File: config.mk
export PLATFORM = sky130hd
export DESIGN_NAME = seq_multiplier
export DESIGN_NICKNAME = d
export VERILOG_FILES = /design/src/rtl/seq_arith_pkg.sv /design/src/rtl/seq_multiplier_step.sv /design/src/rtl/seq_multiplier.sv
export SDC_FILE = /design/constraint.sdc
export NUM_CORES = 1
export LEC_CHECK = 0
export CAP_MARGIN = 20
export CORE_MARGIN = 5
export CORE_UTILIZATION = 50
export CTS_BUF_LIST = sky130_fd_sc_hd__clkbuf_2 sky130_fd_sc_hd__clkbuf_4 sky130_fd_sc_hd__clkbuf_8
export DETAILED_ROUTE_END_ITERATION = 12
export GPL_TIMING_DRIVEN = 0
export PLACE_DENSITY = 0.73
export SYNTH_ARGS = -nofsm -noshare
export SYNTH_HDL_FRONTEND = slang
export SYNTH_SLANG_ARGS = --single-unit
File: constraint.sdc
create_clock -name clk -period 7.4 [get_ports clk]
set_input_delay 1.85 -clock clk [delete_from_list [all_inputs] [get_ports clk]]
set_output_delay 1.85 -clock clk [all_outputs]
set_load 0.03 [all_outputs]
File: src/rtl/seq_arith_pkg.sv
// Shared definitions for the sequential arithmetic units (multiplier and divider).
// Latency: n/a (types and constants only). Backpressure: n/a.
// Holds default operand widths and the IDLE/RUN control state type.
package seq_arith_pkg;

    // Default widths: A side is multiplicand/quotient, B side is multiplier/divisor.
    localparam int SEQ_A_W = 32;
    localparam int SEQ_B_W = 16;

    typedef enum logic {
        IDLE = 1'b0,
        RUN  = 1'b1
    } seq_state_t;

    // Width needed to count 0..n inclusive.
    function automatic int cnt_width(input int n);
        return (n < 2) ? 1 : $clog2(n + 1);
    endfunction

endpackage

File: src/rtl/seq_multiplier_step.sv
// Combinational radix-2 shift-add cell: one multiply iteration.
// Latency: 0 cycles (pure combinational). Backpressure: none, evaluated every cycle.
// Accumulates the shifted multiplicand when the multiplier LSB is set, then shifts both.
module mul_step #(
    parameter int A_W = 32,
    parameter int B_W = 16
) (
    input  logic [A_W+B_W-1:0] acc,
    input  logic [A_W+B_W-1:0] a_sh,
    input  logic [B_W-1:0]     b_sh,
    output logic [A_W+B_W-1:0] acc_nxt,
    output logic [A_W+B_W-1:0] a_nxt,
    output logic [B_W-1:0]     b_nxt
);

    // a_sh is shifted at most B_W-1 times before its last use, so the full
    // A_W+B_W width never loses a significant bit.
    always_comb begin
        acc_nxt = b_sh[0] ? (acc + a_sh) : acc;
        a_nxt   = a_sh << 1;
        b_nxt   = b_sh >> 1;
    end

endmodule

File: src/rtl/seq_multiplier.sv
// Sequential multiply-accumulate: product = a*b + c, one shift-add bit per RUN cycle.
// Latency: B_W+1 edges from acceptance; with SEQ_MUL_EARLY_TERM_EN, highest-set-bit(b)+2 (2 when b=0).
// Backpressure: start is sampled only while idle; requests during busy are dropped.
module seq_multiplier
    import seq_arith_pkg::*;
#(
    parameter int A_W = SEQ_A_W,
    parameter int B_W = SEQ_B_W
) (
    input  logic               clk,
    input  logic               rst_n,
    input  logic               start,
    input  logic [A_W-1:0]     multiplicand,
    input  logic [B_W-1:0]     multiplier,
    input  logic [B_W-1:0]     addend,
    output logic [A_W+B_W-1:0] product,
    output logic               ovf,
    output logic               busy,
    output logic               done
);

    localparam int P_W   = A_W + B_W;
    localparam int CNT_W = cnt_width(B_W);

    seq_state_t        state_q;
    seq_state_t        state_d;

    logic [P_W-1:0]    acc_q;
    logic [P_W-1:0]    a_q;
    logic [B_W-1:0]    b_q;
    logic [CNT_W-1:0]  cnt_q;
    logic              last_q;

    logic [P_W-1:0]    acc_nxt;
    logic [P_W-1:0]    a_nxt;
    logic [B_W-1:0]    b_nxt;

    logic              accept;
    logic              iterate;
    logic              finish;
    logic              last_iter;

    logic [P_W-1:0]    product_q;
    logic              ovf_q;
    logic              done_q;

    assign accept  = (state_q == IDLE) && start;
    assign iterate = (state_q == RUN) && !last_q;
    // Result is published one edge after the final iteration.
    assign finish  = (state_q == RUN) && last_q;

    mul_step #(
        .A_W (A_W),
        .B_W (B_W)
    ) u_step (
        .acc     (acc_q),
        .a_sh    (a_q),
        .b_sh    (b_q),
        .acc_nxt (acc_nxt),
        .a_nxt   (a_nxt),
        .b_nxt   (b_nxt)
    );

`ifdef SEQ_MUL_EARLY_TERM_EN
    // No remaining multiplier bits means later iterations would add nothing.
    assign last_iter = (b_nxt == '0) || (cnt_q == CNT_W'(B_W - 1));
`else
    assign last_iter = (cnt_q == CNT_W'(B_W - 1));
`endif

    // State register
    always_ff @(posedge clk or negedge rst_n) begin
        if (!rst_n) begin
            state_q <= IDLE;
        end else begin
            state_q <= state_d;
        end
    end

    // Next-state logic
    always_comb begin
        state_d = state_q;
        case (state_q)
            IDLE: if (start)  state_d = RUN;
            RUN:  if (last_q) state_d = IDLE;
            default:          state_d = IDLE;
        endcase
    end

    // Output logic
    always_comb begin
        busy = (state_q == RUN);
    end

    // Operand and accumulator datapath
    always_ff @(posedge clk or negedge rst_n) begin
        if (!rst_n) begin
            acc_q  <= '0;
            a_q    <= '0;
            b_q    <= '0;
            cnt_q  <= '0;
            last_q <= 1'b0;
        end else if (accept) begin
            acc_q  <= P_W'(addend);
            a_q    <= P_W'(multiplicand);
            b_q    <= multiplier;
            cnt_q  <= '0;
            last_q <= 1'b0;
        end else if (iterate) begin
            acc_q  <= acc_nxt;
            a_q    <= a_nxt;
            b_q    <= b_nxt;
            cnt_q  <= cnt_q + 1'b1;
            last_q <= last_iter;
        end
    end

    // Result registers change only on the completion edge, so they hold
    // until the next operation finishes.
    always_ff @(posedge clk or negedge rst_n) begin
        if (!rst_n) begin
            product_q <= '0;
            ovf_q     <= 1'b0;
            done_q    <= 1'b0;
        end else begin
            done_q <= finish;
            if (finish) begin
                product_q <= acc_q;
                ovf_q     <= |acc_q[P_W-1:A_W];
            end
        end
    end

    assign product = product_q;
    assign ovf     = ovf_q;
    assign done    = done_q;

endmodule

# == Word-level counts from Yosys, hierarchy flattened ==
# Index checks and enable logic that the tools add are counted.
# totals
out_inout_bits,51
inputBits,67
wordCells,35
reg_bits,169
# op_classes
add_sub_neg,2
bitwise,1
reduce_logical,8
mux,14
n_eq_ne,1
# ops
cell,n
two-way mux 48 bit,5
adder 48 bit,1
two-way mux 16 bit,2
OR reduction 16 bit,1
two-way mux 5 bit,2
"adder 5 x 1 -> 5 bit, second input constant",1
"equality test 5 x 4 -> 1 bit, second input constant",1
two-way mux 1 bit,4
nonzero test 2 bit,2
logical AND 1 bit,3
one-hot mux 1 bit (2 select lines),1
AND reduction 2 bit,1
logical NOT 1 bit,1
inverter 1 bit,1

# == Longest topological paths before layout ==
# Gate-level depths: netlist (run 1).
# depth
ltp_word,4
ltp_mapped,13
depth_no_buf,13

# == Modules after synthesis ==
# A second synthesis (run 1) with hierarchy kept.
# unflattened
hier_cells,1110
area_unflattened_um2,10503.8
# by_module_without_submodules
module,cells_per_inst,seq_area_each_um2,area_each_um2,instances
seq_multiplier,597,4229.1,6762.7,1
mul_step,513,0.0,3741.1,1

# == Least setup slack after synthesis (run 1) ==
# No wires, ideal clock.
# synth_timing
kind,register -> register
from,reg a_q[0]
to,reg acc_q[46]
required_ps,7331
t_arrival_ps,3218
synth_period_minus_slack_ps,3286
n_path_buf,0
setup_time_ps,69
path_slack_ps,4114
path_stages_with_launch,14
path_cell_list,dfrtp_1 > ha_1 > inv_1 > fa_1 > nand2b_1 > a21oi_2 > nor4_1 > o311a_1 > o21ba_1 > o41ai_2 > a21oi_2 > o31a_1 > or4_1 > nand3_1
# synth_between
elab_chain_len,4
# synth_lines
item,line,source
from (decl),seq_multiplier.sv:29,logic [P_W-1:0] a_q;
from (signal assigned),seq_multiplier.sv:105,a_q <= P_W'(multiplicand);
from (signal assigned),seq_multiplier.sv:111,a_q <= a_nxt;
adder 48 bit,seq_multiplier_step.sv:19,acc_nxt = b_sh[0] ? (acc + a_sh) : acc;
two-way mux 48 bit,seq_multiplier_step.sv:19,
two-way mux 48 bit,seq_multiplier.sv:109,end else if (iterate) begin
two-way mux 48 bit,seq_multiplier.sv:103,end else if (accept) begin
to (signal assigned),seq_multiplier.sv:104,acc_q <= P_W'(addend);
to (signal assigned),seq_multiplier.sv:110,acc_q <= acc_nxt;
to (decl),seq_multiplier.sv:28,logic [P_W-1:0] acc_q;
# No other way between the ends. The select of a mux whose other input is x is not followed.
# A chain may end at the register's enable or synchronous reset.

# == Final worst setup path (run 1) ==
# layout_timing
from,reg acc_q[0]
to,reg acc_q[44]
# layout_between
elab_chain_len,4
# layout_lines
item,line
adder 48 bit,seq_multiplier_step.sv:19
two-way mux 48 bit,seq_multiplier_step.sv:19
two-way mux 48 bit,seq_multiplier.sv:109
two-way mux 48 bit,seq_multiplier.sv:103
# No other way between the ends. The select of a mux whose other input is x is not followed.

==> results.md, run 1 <==
* Max_slew headroom at 37.0%
* Yosys reg bits at 169
* Slew @ Worst Pin at 0.932 ns
* Final setup fails at 0
* Cts hold-fix bufs at 0
* Synthesized area at 9220 sq um
* Post-synthesis cell count at just under 1000
* Nets at ~1200
* Yosys synthesis warning count at 0
* DIE AREA at 21300 sq um
* Post-synth ARST share at 100%
* Data required, critical path at between 7 and 8 ns
* Fin. Hold Viols at 0
* Seq/Total Area, Yosys at 45.9%
* Routability cong. at 0.917
* Ports at 118
* Vias per std cell at between 5 and 6
* Number of synthesized flops with an enable pin at 0
* Num CTS Buffers at 17
* DRC errors left at 0
* Vias at 7729
* Detailed Routing Iterations Pass 1 at 5
* Reg power frac at 31.5%
* Pint at 2.79 mW
* Die X at approximately 150 um
* Switching power total at between 2 and 2.5 mW
* Crit start category: flip-flop
* Ys flop type: dfrtp_1
* Port Buffers at approximately 120
* Final instance area at 11100 sq um
* Hpwl dp at 17600 um
* TNS Setup at 0 ns
* Fmax at 255 MHz
* Starting DRT DRC Count at 533
* Min Tclk post-route at 3.92 ns
* Pwr per Cell Area at 463 nW/um^2
* Worst Setup End Kind: flip-flop
* Placed Instances at 1313
* Kind of critical path: reg -> reg
* Clock Power Share at 13.7%
* Synth unique cells at 52
* Outcome: finished, final reports clean
* Worst-skew pair later-pin latency at 0.47 ns
* CP Max Fanout at 4
* Mean post-synth cell area at approximately 9.5 sq um
* Most frequent cells in the layout: dfrtp_1 (169), nand2_1 (133), clkdlybuf4s50_1 (116), o21ai_0 (77), a21oi_1 (59)
* First-pass GRT wire length at between 30000 and 40000 um
* H-tree lvl count at 4
* Initial Utilization at 51.0%
* Placed Instance Area at 10700 sq um
* Clock Sinks at 169
* Total Wirelength at 23700 um
* Layout area overhead at 20.8%
* Placement Rows at 49
* CORE AREA at 18100 sq um
* Vias in the first global route at roughly 7600
* Most common cell after layout, fill and taps aside: dfrtp_1
* Arrival time worst endpoint at 4.27 ns
* Post-CTS setup buffer count at 0
* Finished Layout Cells at 1346
* Largest net degree at the start of global routing at between 90 and 100
* Worst setup margin at 3.48 ns
* Layout cell share with drive strength beyond 1 at approximately 7.6%
* Max VDD drop at 205 uV
* Maxcap violations at 0
* CTS clock-pin slew for the worst setup and hold paths at 0.10 ns
* Total gr overflow at 0
* DP Worst Slack at approximately 3.3 ns
* Power Total at 5.15 mW
* Gr usage total at 22.2%
* CTS tree: yes
* Cts repair resizes at 0
* Unrepaired setup endpoints after global routing: no
* Hold Crit Class: reg -> reg
* Wire length per cell at 17.6 um
* Comb pwr share at a little over half
* Die Span Y at ~150 um
* Syn_nets at 1083
* Final slew viol count at 0
* Leak Pwr at 5.08 nW
* Worst Clk Skew at 0.0191 ns
* Clock root buffer master: clkbuf_8
* Buffer depth of the longest clock path at 2
* Antenna violations before repair at 1
* Sw Ratio at 45.9%
* Final Cycle Share at 53.0%
* Fill cells at ~1500
* DRT antenna net count at 0
## synthesized netlist by cell type (all sizes together) (19+ instances only)
cell | number | share of area, %
nand2 | 133 | 5.4
ha | 49 | 6.6
a21oi | 61 | 3.4
a22oi | 45 | 3.7
clkbuf | 51 | 2.1
a21o | 23 | 1.9
nand3 | 41 | 2.2
inv | 20 | 0.81
nor2 | 54 | 2.2
mux2 | 47 | 5.7
dfrtp | 169 | 46
xnor2 | 28 | 2.7
a31oi | 20 | 1.4
a22o | 19 | 1.8
o21ai | 79 | 4.3
## critical path, cell delays in order (launching register included)
cell and delay [ns]:
dfrtp_1 0.41, ha_1 0.24, inv_1 0.07, fa_1 0.19, nand2b_1 0.15, a21oi_2 0.07
nor4_1 0.68, o41ai_1 0.34, a31o_2 0.30, a211oi_1 0.52, o211ai_1 0.27, o21ai_0 0.30
xor2_1 0.16, o21ai_0 0.08
## metal layers
| metal | routed length [um] | GRT usage, % | up-vias |
|---|---|---|---|
| met5 | 0 | 0 | - |
| met4 | 238 | 4.80 | 0 |
| met1 | 11500 | 32.5 | 3743 |
| met2 | 10800 | 34.3 | 198 |
| li1 | - | - | 3774 |
| met3 | 1150 | 4.70 | 14 |
## registers in the layout (all words and copies together) (netlist names), 5 cells and up
register / count
product: 48
acc_q: 48
b_q: 16
cnt_q: 5
a_q: 48
## area by class of cell
class	instances	area, sq um	area share, %
Buffer	60	225	2.02
Clock inverter	13	164	1.47
Clock buffer	19	262	2.35
Timing Repair Buffer	118	1200	10.8
Multi-Input combinational cell	717	4690	42.1
Sequential cell	169	4230	38.0
Inverter	20	75.1	0.674
Tap cell	229	287	2.57
Antenna cell	1	2.50	0.0225
## power by group through the flow
stage | logic [mW] | clock network (mW) | registers [mW]
after floorplan | 1.82 | 0 | 1.76
after global placement | 2.76 | 0 | 1.63
after detailed placement | 2.80 | 0 | 1.64
after CTS | 2.82 | 0.724 | 1.62
after global routing | 3.13 | 0.762 | 1.67
final | 2.83 | 0.708 | 1.62
## final timing paths
check	from	endpoint	slack (ns)	cells after the start
setup / recovery	acc_q[0]	acc_q[44]	3.48	13
hold / removal	ovf	ovf	0.48	1
setup reg to reg	acc_q[0]	acc_q[44]	3.48	13
hold reg to reg	ovf	ovf	0.48	1
max in group asynchronous	rst_n	product[25]	5.22	2
min in group asynchronous	rst_n	b_q[10]	1.34	1
## per-stage QoR
stage | hold slack (ns) | utilization, %
2_1_floorplan | 0.460 | -
3_5_place_dp | 0.469 | 59.2
4_1_cts | 0.489 | 61.6
3_3_place_gp | 0.462 | 59.1
5_1_grt | 0.519 | 61.6
6_report | 0.482 | 61.6
## cells by family after synthesis
kind of cell	count (synthesis)	synth area share [%]
AO/OA/AOI/OAI	294	20.6
flip-flops	169	45.9
multiplexers	48	5.85
AND/OR/NAND/NOR	280	13.3
buffers and inverters	80	3.26
adder cells (fa/ha/maj)	50	6.86
XOR/XNOR	45	4.27
Power figures use the tool's default switching activity.
==> run 2: changes to the inputs <==
clock period = 3.95 ns   (was 7.4 ns; I/O delays follow)
==> run 2 against run 1 <==
Against the previous run: routed wire length about the same; via count up 0.18%; total power grew 88%; first-iteration DRC count rose by 0.94%; die area did not move; flip-flop and latch count unchanged; cell area is essentially flat.
==> results.md, run 2 (synthesis results as in run 1) <==
* Cts repair resizes at 0 (unchanged)
* Initial Utilization at 51.0% (unchanged)
* Worst-skew pair later-pin latency at 0.47 ns (about the same)
* CTS tree: yes (unchanged)
* Gr usage total at 22.2% (unchanged)
* Final Cycle Share at 95.0% (was 53.0%)
* Die X at 146 um (unchanged)
* Largest net degree at the start of global routing at 91 (unchanged)
* Layout area overhead at 20.9% (was 20.8%)
* Pwr per Cell Area at 867 nW/um^2 (was 463 nW/um^2)
* Fin. Hold Viols at 0 (unchanged)
* Wire length per cell at 17.6 um (about the same)
* Hold Crit Class: in -> async (was reg -> reg)
* Total Wirelength at 23700 um (about the same)
* Detailed Routing Iterations Pass 1 at 5 (unchanged)
* Routability cong. at 0.917 (unchanged)
* Fill cells at 1543 (was 1545)
* Vias in the first global route at 7559 (unchanged)
* Final setup fails at 0 (unchanged)
* DRT antenna net count at 0 (unchanged)
* Buffer depth of the longest clock path at 2 (unchanged)
* Most frequent cells in the layout: dfrtp_1 (169), nand2_1 (133), clkdlybuf4s50_1 (116), o21ai_0 (77), a21oi_1 (59) (unchanged)
* Data required, critical path at 4.34 ns (was 7.74 ns)
* Total gr overflow at 0 (unchanged)
* Clock Sinks at 169 (unchanged)
* Nets at 1220 (unchanged)
* Worst setup margin at 0.196 ns (was 3.48 ns)
* Worst Setup End Kind: flip-flop (unchanged)
* Num CTS Buffers at 17 (unchanged)
* Layout cell share with drive strength beyond 1 at 7.71% (was 7.62%)
* Final slew viol count at 0 (unchanged)
* Vias at 7743 (was 7729)
* R2R cell count at 13 (unchanged)
* Max_slew headroom at 37.3% (was 37.0%)
* Die Span Y at 146 um (unchanged)
* First-pass GRT wire length at 38700 um (unchanged)
* Placement Rows at 49 (unchanged)
* Fmax at 266 MHz (was 255 MHz)
* Ports at 118 (unchanged)
* Arrival time worst endpoint at 4.15 ns (was 4.27 ns)
* TNS Setup at 0 ns (unchanged)
* Post-CTS setup buffer count at 0 (unchanged)
* Outcome: finished, final reports clean (unchanged)
* Hpwl dp at 17600 um (unchanged)
* R2R setup slack at 0.20 ns (was 3.48 ns)
* Leak Pwr at 5.08 nW (about the same)
* Vias per std cell at 5.75 (was 5.74)
* CP Max Fanout at 4 (unchanged)
* Most common cell after layout, fill and taps aside: dfrtp_1 (unchanged)
* DP Worst Slack at 0.120 ns (was 3.28 ns)
* DRC errors left at 0 (unchanged)
* Worst Clk Skew at 0.0192 ns (was 0.0191 ns)
* Maxcap violations at 0 (unchanged)
* Cts hold-fix bufs at 0 (unchanged)
* DIE AREA at 21300 sq um (unchanged)
* Slew @ Worst Pin at 0.929 ns (was 0.932 ns)
* Crit start category: flip-flop (unchanged)
* Starting DRT DRC Count at 538 (was 533)
* Max VDD drop at 384 uV (was 205 uV)
* Clock root buffer master: clkbuf_8 (unchanged)
* Antenna violations before repair at 1 (unchanged)
* Kind of critical path: reg -> reg (unchanged)
* Unrepaired setup endpoints after global routing: no (unchanged)
* Min Tclk post-route at 3.75 ns (was 3.92 ns)
* CORE AREA at 18100 sq um (unchanged)
* Port Buffers at 117 (unchanged)
* H-tree lvl count at 4 (unchanged)
* CTS clock-pin slew for the worst setup and hold paths at 0.10 ns (about the same)
run 2: cell counts in the layout (fill, tap and decap cells not counted):
No cell type changed its count.
run 2: critical path, cell delays in order, from the launching register on:
cell and delay [ns]:
dfrtp_1 0.40, ha_1 0.21, inv_1 0.06, fa_1 0.39, nand2b_1 0.19, a21oi_2 0.17
nor4_2 0.10, o41ai_1 0.86, a31o_2 0.31, a211oi_1 0.15, o211ai_1 0.33, o21ai_0 0.19
xor2_1 0.16, o21ai_0 0.14
run 2: power breakdown:
part           switching, mW  internal, mW  leakage, nW  total (mW)
combinational           3.20          2.10         2.70        5.31
sequential             0.574          2.46         2.16        3.04
clock                  0.663         0.665        0.213        1.33
run 2: cell type report:
class	instances	area, sq um	share of cell area [%]
multi-input combinational	717	4700	42.2
timing repair buffer	118	1200	10.8
inverter	20	75.1	0.673
sequential	169	4230	37.9
buffer	60	225	2.02
antenna	1	2.50	0.0224
clock inverter	13	164	1.47
clock buffer	19	262	2.35
tap	229	287	2.57
run 2: worst paths after layout:
| path | end | from |
|---|---|---|
| max | acc_q[44] | a_q[0] |
| min | b_q[10] | rst_n |
| max reg2reg | acc_q[44] | a_q[0] |
| min reg2reg | ovf | ovf |
| max in group asynchronous | product[25] | rst_n |
| min in group clk | ovf | ovf |
run 2: stage by stage:
stage | total power, mW | hold WS (ns) | util, % | std cells | area [sq um]
2_1_floorplan | 6.70 | 0.460 | - | 966 | 9220
3_3_place_gp | 8.21 | 0.462 | 59.1 | 1312 | 10700
3_5_place_dp | 8.31 | 0.469 | 59.2 | 1313 | 10700
4_1_cts | 9.67 | 0.485 | 61.6 | 1345 | 11100
5_1_grt | 10.4 | 0.513 | 61.6 | 1346 | 11100
6_report | 9.67 | 0.479 | 61.6 | 1346 | 11100
run 2: metal layers:
metal | share of wire (%) | routed length, um | vias up | track usage, %
li1 | - | - | 3772 | -
met1 | 49 | 11600 | 3763 | 32.5
met2 | 45 | 10800 | 194 | 34.3
met3 | 4.5 | 1080 | 14 | 4.70
met4 | 1.0 | 238 | 0 | 4.80
met5 | 0 | 0 | - | 0
